## src/rtl/exec_alu_pkg.sv

```systemverilog
// Shared definitions for the execute-stage ALU: command codes, status flag
// positions and the control state encoding.
package exec_alu_pkg;

    localparam logic [3:0] CMD_MOV = 4'b0001;
    localparam logic [3:0] CMD_ADD = 4'b0010;
    localparam logic [3:0] CMD_ADC = 4'b0011;
    localparam logic [3:0] CMD_SUB = 4'b0100;
    localparam logic [3:0] CMD_SBC = 4'b0101;
    localparam logic [3:0] CMD_AND = 4'b0110;
    localparam logic [3:0] CMD_ORR = 4'b0111;
    localparam logic [3:0] CMD_EOR = 4'b1000;
    localparam logic [3:0] CMD_MVN = 4'b1001;
    localparam logic [3:0] CMD_MEM = 4'b1010;
    localparam logic [3:0] CMD_MUL = 4'b1011;
    localparam logic [3:0] CMD_CMP = 4'b1100;
    localparam logic [3:0] CMD_MLA = 4'b1101;
    localparam logic [3:0] CMD_TST = 4'b1110;

    // Bit positions inside the {Z,C,N,V} status register.
    localparam int SR_Z = 3;
    localparam int SR_C = 2;
    localparam int SR_N = 1;
    localparam int SR_V = 0;

    typedef enum logic {
        IDLE = 1'b0,
        MUL  = 1'b1
    } state_e;

    // True for commands handled by the iterative multiplier.
    function automatic logic cmd_is_mul(input logic [3:0] c);
        return (c == CMD_MUL) || (c == CMD_MLA);
    endfunction

endpackage

```

## src/rtl/exec_alu_mc_mul.sv

```systemverilog
// Iterative shift-add multiplier. 'start' loads the operands and the
// accumulator preload (val3 for MLA, zero for MUL); MUL_STEP multiplier
// bits are retired per cycle, and 'done' is raised for one cycle once all
// bits are consumed, with the low WIDTH bits of the result on 'prod'.
module mul_iter #(
    parameter int WIDTH    = 32,
    parameter int MUL_STEP = 1
) (
    input  logic             clk,
    input  logic             rst_n,
    input  logic             start,
    input  logic [WIDTH-1:0] op_a,
    input  logic [WIDTH-1:0] op_b,
    input  logic [WIDTH-1:0] acc_init,
    output logic             done,
    output logic [WIDTH-1:0] prod
);

    localparam int STEPS = WIDTH / MUL_STEP;
    localparam int CNT_W = $clog2(STEPS + 1);
    localparam logic [CNT_W-1:0] STEPS_C = CNT_W'(STEPS);

    logic             busy_q, busy_d;
    logic [CNT_W-1:0] cnt_q, cnt_d;
    logic [WIDTH-1:0] acc_q, acc_d;
    logic [WIDTH-1:0] mcand_q, mcand_d;
    logic [WIDTH-1:0] mplier_q, mplier_d;
    logic [WIDTH-1:0] partial_s;

    // Partial product of this step plus load / iterate / finish sequencing.
    always_comb begin
        busy_d    = busy_q;
        cnt_d     = cnt_q;
        acc_d     = acc_q;
        mcand_d   = mcand_q;
        mplier_d  = mplier_q;
        partial_s = '0;
        for (int j = 0; j < MUL_STEP; j++) begin
            partial_s = partial_s + (mplier_q[j] ? (mcand_q << j) : {WIDTH{1'b0}});
        end
        if (start) begin
            busy_d   = 1'b1;
            cnt_d    = STEPS_C;
            acc_d    = acc_init;
            mcand_d  = op_a;
            mplier_d = op_b;
        end else if (busy_q && (cnt_q != {CNT_W{1'b0}})) begin
            acc_d    = acc_q + partial_s;
            mcand_d  = mcand_q << MUL_STEP;
            mplier_d = mplier_q >> MUL_STEP;
            cnt_d    = cnt_q - CNT_W'(1);
        end else if (busy_q) begin
            busy_d = 1'b0;
        end else begin
            busy_d = 1'b0;
        end
    end

    // Multiplier state registers; reset abandons any operation in flight.
    always_ff @(posedge clk or negedge rst_n) begin
        if (!rst_n) begin
            busy_q   <= 1'b0;
            cnt_q    <= '0;
            acc_q    <= '0;
            mcand_q  <= '0;
            mplier_q <= '0;
        end else begin
            busy_q   <= busy_d;
            cnt_q    <= cnt_d;
            acc_q    <= acc_d;
            mcand_q  <= mcand_d;
            mplier_q <= mplier_d;
        end
    end

    assign done = busy_q && (cnt_q == {CNT_W{1'b0}});
    assign prod = acc_q;

endmodule

```

## src/rtl/exec_alu_mc.sv

```systemverilog
// Execute-stage ALU with valid/ready handshake, held {Z,C,N,V} status
// register and a stalling iterative multiplier for MUL/MLA.
module exec_alu_mc
    import exec_alu_pkg::*;
#(
    parameter int WIDTH    = 32,
    parameter int MUL_STEP = 1
) (
    input  logic             clk,
    input  logic             rst_n,
    input  logic             in_valid,
    output logic             in_ready,
    input  logic [3:0]       cmd,
    input  logic [WIDTH-1:0] val1,
    input  logic [WIDTH-1:0] val2,
    input  logic [WIDTH-1:0] val3,
    input  logic             s_update,
    output logic             out_valid,
    input  logic             out_ready,
    output logic [WIDTH-1:0] res,
    output logic [3:0]       sr,
    output logic             illegal
);

    state_e           state_q, state_d;
    logic             out_valid_q, out_valid_d;
    logic [WIDTH-1:0] res_q, res_d;
    logic [3:0]       sr_q, sr_d;
    logic             illegal_q, illegal_d;
    logic             s_mul_q, s_mul_d;

    logic             accept_s, consume_s, is_mul_s, mul_done_s;
    logic [WIDTH-1:0] mul_prod_s;
    logic [WIDTH:0]   sum_s;
    logic [WIDTH-1:0] alu_res_s;
    logic             alu_c_s, alu_v_s, alu_undef_s, alu_wr_s, cin_s;
    logic [3:0]       alu_flags_s, mul_flags_s;

    assign in_ready  = (state_q == IDLE) && (!out_valid_q || out_ready);
    assign accept_s  = in_valid && in_ready;
    assign consume_s = out_valid_q && out_ready;
    assign is_mul_s  = cmd_is_mul(cmd);

    mul_iter #(.WIDTH(WIDTH), .MUL_STEP(MUL_STEP)) u_mul (
        .clk      (clk),
        .rst_n    (rst_n),
        .start    (accept_s && is_mul_s),
        .op_a     (val1),
        .op_b     (val2),
        .acc_init ((cmd == CMD_MLA) ? val3 : {WIDTH{1'b0}}),
        .done     (mul_done_s),
        .prod     (mul_prod_s)
    );

    // Single-cycle datapath; carry-in comes from the held C flag, which
    // already holds a back-to-back predecessor's C since flags load with res.
    always_comb begin
        cin_s       = sr_q[SR_C];
        sum_s       = '0;
        alu_res_s   = '0;
        alu_c_s     = 1'b0;
        alu_v_s     = 1'b0;
        alu_undef_s = 1'b0;
        alu_wr_s    = s_update;
        case (cmd)
            CMD_MOV: alu_res_s = val2;
            CMD_MVN: alu_res_s = ~val2;
            CMD_ADD, CMD_ADC: begin
                sum_s     = {1'b0, val1} + {1'b0, val2}
                          + ((cmd == CMD_ADC) ? {{WIDTH{1'b0}}, cin_s} : {(WIDTH+1){1'b0}});
                alu_res_s = sum_s[WIDTH-1:0];
                alu_c_s   = sum_s[WIDTH];
                alu_v_s   = (val1[WIDTH-1] == val2[WIDTH-1]) && (sum_s[WIDTH-1] != val1[WIDTH-1]);
            end
            CMD_SUB, CMD_CMP, CMD_SBC: begin
                sum_s     = {1'b0, val1} + {1'b0, ~val2}
                          + ((cmd == CMD_SBC) ? {{WIDTH{1'b0}}, cin_s} : (WIDTH+1)'(1));
                alu_res_s = sum_s[WIDTH-1:0];
                alu_c_s   = sum_s[WIDTH];
                alu_v_s   = (val1[WIDTH-1] != val2[WIDTH-1]) && (sum_s[WIDTH-1] != val1[WIDTH-1]);
                alu_wr_s  = s_update || (cmd == CMD_CMP);
            end
            CMD_AND: alu_res_s = val1 & val2;
            CMD_TST: begin
                alu_res_s = val1 & val2;
                alu_wr_s  = 1'b1;
            end
            CMD_ORR: alu_res_s = val1 | val2;
            CMD_EOR: alu_res_s = val1 ^ val2;
            CMD_MEM: begin
                alu_res_s = val1 + val2;
                alu_wr_s  = 1'b0;
            end
            CMD_MUL, CMD_MLA: alu_wr_s = 1'b0;
            default: begin
                alu_undef_s = 1'b1;
                alu_wr_s    = 1'b0;
            end
        endcase
        alu_flags_s       = 4'b0000;
        alu_flags_s[SR_Z] = (alu_res_s == {WIDTH{1'b0}});
        alu_flags_s[SR_C] = alu_c_s;
        alu_flags_s[SR_N] = alu_res_s[WIDTH-1];
        alu_flags_s[SR_V] = alu_v_s;
        mul_flags_s       = 4'b0000;
        mul_flags_s[SR_Z] = (mul_prod_s == {WIDTH{1'b0}});
        mul_flags_s[SR_N] = mul_prod_s[WIDTH-1];
    end

    // Control FSM and result/status register load; everything holds while
    // the output is stalled.
    always_comb begin
        state_d     = state_q;
        res_d       = res_q;
        sr_d        = sr_q;
        s_mul_d     = s_mul_q;
        if (consume_s) begin
            out_valid_d = 1'b0;
            illegal_d   = 1'b0;
        end else begin
            out_valid_d = out_valid_q;
            illegal_d   = illegal_q;
        end
        case (state_q)
            IDLE: begin
                if (accept_s && is_mul_s) begin
                    state_d = MUL;
                    s_mul_d = s_update;
                end else if (accept_s) begin
                    out_valid_d = 1'b1;
                    res_d       = alu_res_s;
                    illegal_d   = alu_undef_s;
                    sr_d        = alu_wr_s ? alu_flags_s : sr_q;
                end else begin
                    state_d = IDLE;
                end
            end
            MUL: begin
                if (mul_done_s) begin
                    state_d     = IDLE;
                    out_valid_d = 1'b1;
                    res_d       = mul_prod_s;
                    illegal_d   = 1'b0;
                    sr_d        = s_mul_q ? mul_flags_s : sr_q;
                end else begin
                    state_d = MUL;
                end
            end
            default: state_d = IDLE;
        endcase
    end

    // State and output registers.
    always_ff @(posedge clk or negedge rst_n) begin
        if (!rst_n) begin
            state_q     <= IDLE;
            out_valid_q <= 1'b0;
            res_q       <= '0;
            sr_q        <= 4'b0000;
            illegal_q   <= 1'b0;
            s_mul_q     <= 1'b0;
        end else begin
            state_q     <= state_d;
            out_valid_q <= out_valid_d;
            res_q       <= res_d;
            sr_q        <= sr_d;
            illegal_q   <= illegal_d;
            s_mul_q     <= s_mul_d;
        end
    end

    assign out_valid = out_valid_q;
    assign res       = res_q;
    assign sr        = sr_q;
    assign illegal   = illegal_q;

endmodule

```

## config.mk

```make
export PLATFORM = sky130hd
export DESIGN_NAME = exec_alu_mc
export DESIGN_NICKNAME = d
export VERILOG_FILES = /design/src/rtl/exec_alu_pkg.sv /design/src/rtl/exec_alu_mc_mul.sv /design/src/rtl/exec_alu_mc.sv
export SDC_FILE = /design/constraint.sdc
export NUM_CORES = 1
export LEC_CHECK = 0
export ABC_CLOCK_PERIOD_IN_PS = 9000
export BUFFER_PORTS_ARGS = -buffer_cell sky130_fd_sc_hd__buf_4
export CORE_UTILIZATION = 45
export DETAILED_ROUTE_END_ITERATION = 10
export PLACE_DENSITY_LB_ADDON = 0.3
export SYNTH_ARGS = -nofsm -noshare
export SYNTH_HDL_FRONTEND = slang
export SYNTH_SLANG_ARGS = --single-unit
```

## constraint.sdc

```tcl
create_clock -name clk -period 9 [get_ports clk]
set_input_delay 1.35 -clock clk [delete_from_list [all_inputs] [get_ports clk]]
set_output_delay 1.35 -clock clk [all_outputs]
set_load 0.1 [all_outputs]
```

# Yosys cells after proc, flatten, opt, wreduce, memory -nomap -nowiden
# Index checks and enable logic that the tools add are counted.
[totals]
register_bits = 143
latchBits = 0
ram_bits = 0
romBits = 0
input_bits = 105
output_inout_bits = 39
elab_cells = 114
n_memories = 0
[classes]
n_addsub = 7
n_mul = 0
n_div = 0
n_lt_le_gt_ge = 0
n_eq_ne = 24
shifts = 0
mux = 42
n_bitwise = 5
n_reduce_logical = 25
[op_table]
columns = ["operator", "count"]
rows = [
  ["32-bit 2-to-1 mux", 11],
  ["32-bit case mux with 8 select lines", 1],
  ["32-bit by 32-bit adder with 33-bit output", 2],
  ["33-bit by 1-bit adder with 33-bit output", 2],
  ["32-bit adder", 2],
  ["32-bit zero test", 2],
  ["32-bit case mux with 2 select lines", 1],
  ["32-bit AND", 1],
  ["32-bit inverter", 1],
  ["32-bit bitwise OR", 1],
  ["32-bit bitwise XOR", 1],
  ["4-bit equality test (second input constant)", 7],
  ["4-bit 2-to-1 mux", 5],
  ["4-bit by 3-bit equality test with 1-bit output (second input constant)", 4],
  ["1-bit 2-to-1 mux", 15],
  ["14-bit OR reduction", 1],
  ["6-bit 2-to-1 mux", 2],
  ["1-bit case mux with 2 select lines", 5],
  ["4-bit by 2-bit equality test with 1-bit output (second input constant)", 2],
  ["1-bit logical AND", 8],
  ["4-bit case mux with 2 select lines", 1],
  ["7-bit OR reduction", 1],
  ["6-bit zero test", 1],
  ["2-bit by 1-bit inequality test with 1-bit output (second input constant)", 3],
  ["16 further kinds", 23],
]

# Logic depth before layout (Yosys ltp)
[logic_depth]
depth_word = 10
depth_mapped = 19

# Modules after synthesis
# Synthesis repeated with hierarchy kept, for this count alone.
[hier_totals]
cells_unflattened = 2090
area_unflattened_um2 = 15997.8
[by_module_without_submodules]
columns = ["mod", "instances", "cells_each", "area_each_um2", "seq_area_each_um2"]
rows = [
  ["exec_alu_mc", 1, 1354, 9376.5, 1001.0],
  ["mul_iter", 1, 736, 6621.4, 2577.5],
]

# Worst setup path before layout
# Ideal clock, no wire load.
[synth_path]
kind = "input -> register"
from = "in cmd[2]"
to = "reg sr_q[3] (netlist: sr[3])"
setup_time_ns = 0.092
t_arrival_ns = 6.564
path_slack_ns = 2.344
path_stages = 19
path_buffers = 4
path_cell_list = "buf_6 > buf_6 > nor3b_1 > clkbuf_1 > buf_1 > nand3_1 > fa_1 > fa_1 > nand3b_1 > nor2_1 > nor2_1 > a2111oi_2 > o21ai_0 > a211o_1 > nor4b_2 > nand3b_1 > or4_1 > or4_1 > o31ai_2"
[synth_between]
elab_chain_len = 9
elab_cells_between_ends = 35
classes_between = "2 x add/sub; 16 x eq/ne; 8 x mux; 9 x reduce/logical"
[synth_lines]
columns = ["item", "line_no", "rtl"]
rows = [
  ["start: declaration", "exec_alu_mc.sv:13", "input logic [3:0] cmd,"],
  ["4-bit by 3-bit equality test with 1-bit output / 4-bit by 2-bit equality test with 1-bit output (equally long branches)", "n/a", ""],
  ["1-bit 2-to-1 mux, on equally long branches", "exec_alu_mc.sv:77, exec_alu_mc.sv:70", ""],
  ["33-bit by 1-bit adder with 33-bit output, on equally long branches", "exec_alu_mc.sv:77, exec_alu_mc.sv:70", ""],
  ["32-bit case mux with 8 select lines", "exec_alu_mc.sv:65", "case (cmd)"],
  ["32-bit zero test", "exec_alu_mc.sv:101", "alu_flags_s[SR_Z] = (alu_res_s == {WIDTH{1'b0}});"],
  ["4-bit 2-to-1 mux", "exec_alu_mc.sv:133", "sr_d = alu_wr_s ? alu_flags_s : sr_q;"],
  ["4-bit 2-to-1 mux", "exec_alu_mc.sv:129", "end else if (accept_s) begin"],
  ["4-bit 2-to-1 mux", "exec_alu_mc.sv:126", "if (accept_s && is_mul_s) begin"],
  ["4-bit case mux with 2 select lines", "exec_alu_mc.sv:124", "case (state_q)"],
  ["end signal: assignment", "exec_alu_mc.sv:166", "sr_q <= sr_d;"],
  ["end: declaration", "exec_alu_mc.sv:28", "logic [3:0] sr_q, sr_d;"],
]
# Parallel ways exist; a longest one is shown, timed or not. The select of a mux whose other input is x is not followed.
# A chain may end at the register's enable or synchronous reset.

# Final worst setup path
[layout_path]
from = "in cmd[1]"
to = "reg sr_q[3] (netlist: sr[3])"
# The elaborated chain is that of the path after synthesis.

==> flow_metrics.py <==
metrics = {
    "logic_synthesis": {
        "synth-seq-cells": 143,
        "synth_area_leader_cell": "dfrtp_1",
        "avgSynthCellArea_sq_um": 7.32,
        "synthFlopType": "dfrtp_1",
        "ys_types": 100,
        "yosysMostFrequentCell": "nand2_1",
        "netlist_top_cells_count": "nand2_1 (262), nor2_1 (244), a21oi_1 (213), dfrtp_1 (143), ha_1 (128)",
        "synth_edf_count": 0,
        "yosysSeqAreaShare_pct": 23.0,
        "yosys-top-cells-area": "dfrtp_1 (23%), ha_1 (10%), a21oi_1 (6.9%)",
        "syn_inst": 2125,
        "async_flop_share_pct": 100,
        "synth_top_area_share_pct": 23.0,
        "netlist_area_sq_mm": 0.0156,
        "synth_warnings": 0,
        "syn_nets": 2364,
    },
    "setup_path": {
        "critical_path_class": "in -> reg",
        "cpPeakStageDelay_ps": 540,
        "cp-end-kind": "flip-flop",
        "critPathArrivalTime_ps": 6660,
        "start_kind": "input pin",
        "crit_path_top_delay_cell": "or4_1",
        "cp_num_buf_inv": 2,
        "path_max_fanout": 28,
        "crit_chain": "buf_4, nor3b_2, buf_4, nand3_1, fa_1, fa_1, nand3b_1, nor2_1, nor2_1, a2111oi_2, o21ai_0, a211o_1, nor4b_2, nand3b_1, or4_1, or4_1, o31ai_2",
        "critPathRequiredTime_ps": 9360,
        "crit_family": "simple AND/OR/NAND/NOR gates",
    },
    "cts": {
        "cts_buffer_depth": 2,
        "ctsHoldBuffers": 0,
        "cts_tree": "built",
        "cts_setup_buffers": 0,
        "cts_inserted_buffers": 17,
        "htree_levels": 4,
        "cts_sinks": 143,
        "insertion_delay_ps": 460,
        "clock-root-buffer": "clkbuf_16",
        "clkTransAtPathRegs_ps": 70,
        "post_cts_resized": 0,
    },
    "floorplanning": {
        "die_w_um": 188,
        "core_area_sq_mm": 0.0338,
        "fp.dieArea_sq_mm": 0.0353,
        "rows": 67,
        "io_pins": 144,
        "start_util_pct": 46.0,
        "die_h_um": 188,
    },
    "routing": {
        "drc": 0,
        "ant_nets": 0,
        "totalWireLength_um": 69100,
        "drt-met1-wl_um": 30500,
        "routed_via_density": 6.59,
        "highest_layer": "met4",
        "routed-via-count": 17442,
        "first_iter_violations": 2082,
        "firstDrtPassIters": 6,
        "wl_met2_um": 29700,
        "detail_route.wl_per_cell_um": 26.1,
        "wl_met3_um": 6240,
    },
    "place": {
        "numPortBuffers": 143,
        "dp_hpwl_um": 52100,
        "place.gp.congestion": 1.01,
        "placement.cell_area_sq_mm": 0.0168,
        "placed_cells": 2613,
    },
    "finish": {
        "final_area_sq_mm": 0.0174,
        "final_cell_count_no_fill": 2647,
        "layout-drive-gt1-share_pct": 11.7,
        "area_growth_pct": 12.2,
        "postLayoutCoreUtil_pct": 51.6,
        "nets": 2423,
        "fillers": 3381,
    },
    "timing": {
        "min_period_ps": 6310,
        "slew_viol_final": 0,
        "fin_setup_tns_ps": 0,
        "max-slew-margin-rel_pct": 5.37,
        "skew_ps": 10.8,
        "setup_violations": 0,
        "worstMarginPinSlew_ps": 1410,
        "rsz0062_at_grt": "false",
        "max_freq_mhz": 159,
        "min_period_over_period_pct": 70.1,
        "hold_viol_final": 0,
    },
    "global_routing": {
        "overflow": 0,
        "antenna_found_initial": 0,
        "grt_pass1_wl_um": 103000,
        "grt_max_degree": 88,
        "first_global_vias": 16235,
        "track_usage_pct": 38.8,
    },
    "run": {
        "max-cap-violations": 0,
    },
    "power_and_ir_drop": {
        "leakagePower_nw": 7.62,
        "power.density_mw_per_mm2": 197,
        "vdd_drop_max_v": 0.000212,
    },
    "run_status": {
        "status": "complete, no violations",
    },
    "min_path": {
        "hp-class": "reg -> reg",
    },
}
==> sequential cells by signal, summed over array words and instances (netlist names) <==
name and flops:
u_mul.prod 32, s_mul_q 1, u_mul.busy_q 1, u_mul.mplier_q 32, res 32, illegal 1
out_valid 1, u_mul.mcand_q 32, u_mul.cnt_q 6, sr 4, state_q 1
==> logic make-up (layout without fill, tap and decap cells) <==
| logic type | Yosys count | in the layout | share of synthesized area, % |
|---|---|---|---|
| buf+inv | 256 | 328 | 6.81 |
| fa+ha+maj | 134 | 134 | 11.1 |
| flops | 143 | 143 | 23.0 |
| other cells | 0 | 2 | 0 |
| compound gates | 715 | 715 | 30.0 |
| simple gates | 785 | 785 | 23.6 |
| xor+xnor | 53 | 53 | 2.98 |
| mux | 39 | 39 | 2.54 |
==> metal layers <==
metal / global-route usage [%] / vias to the layer above
met5: 0 / -
met1: 54.9 / 8482
li1: - / 7810
met2: 58.5 / 996
met4: 13.9 / 0
met3: 7.11 / 154
==> worst paths after layout <==
check | slack [ps] | cells after the start | start | end
min in group asynchronous | 920 | 1 | rst_n | u_mul.prod[30]
worst min-delay path | 490 | 2 | s_mul_q | s_mul_q
worst max-delay path | 2690 | 17 | cmd[1] | sr[3]
max in group asynchronous | 6610 | 2 | rst_n | u_mul.mplier_q[14]
worst max register to register | 3930 | 14 | sr[2] | sr[3]
worst min register to register | 490 | 2 | s_mul_q | s_mul_q
==> through the flow <==
step / hold WS, ps / worst slack, ps / power (mW)
after detailed placement: 478 / 2370 / 2.64
after global routing: 517 / 2510 / 3.63
after floorplan: 447 / 2340 / 2.15
final: 494 / 2690 / 3.44
after global placement: 468 / 2440 / 2.63
after CTS: 495 / 2810 / 3.41
==> worst register-to-register path, stage by stage (launching register included) <==
cell and delay [ps]:
dfrtp_1 570, nor3_1 120, fa_1 460, fa_1 450
o21ba_1 230, or4_4 440, a211oi_4 320, o22ai_2 200
o2bb2ai_1 160, o21ai_1 130, o2111ai_1 230, or3b_1 450
or4_1 510, or4_1 540, o31ai_2 180
==> cell usage in the layout (no fill, tap or decap), types with 23 or more instances in the layout <==
cell	synthesis	routed
nand4_1	23	23
a211oi_1	27	27
nand3_1	39	39
mux2i_1	35	35
dfrtp_1	143	143
nor2_1	244	244
and2_1	41	40
xnor2_1	40	40
a21o_1	23	23
o21ai_0	123	123
inv_1	126	126
nand2_1	262	259
a21oi_1	213	212
a31oi_1	77	77
buf_4	6	164
nor3_1	36	34
ha_1	128	128
o22ai_1	26	26
nor4_1	26	26
==> report_power, final <==
group | switching [mW] | internal (mW)
Clock | 0.353 | 0.395
Combinational | 1.04 | 0.667
Sequential | 0.185 | 0.793
Total | 1.58 | 1.86
==> final cells by class <==
| class | count | area, sq um | share of cell area, % |
|---|---|---|---|
| Multi-Input combinational cell | 1726 | 11000 | 62.9 |
| Sequential cell | 143 | 3580 | 20.5 |
| Timing Repair Buffer | 165 | 1240 | 7.12 |
| Tap cell | 448 | 561 | 3.21 |
| Inverter | 131 | 492 | 2.82 |
| Clock buffer | 17 | 425 | 2.44 |
| Clock inverter | 15 | 170 | 0.975 |
| Antenna cell | 2 | 5.00 | 0.0287 |
Power figures use the tool's default switching activity.
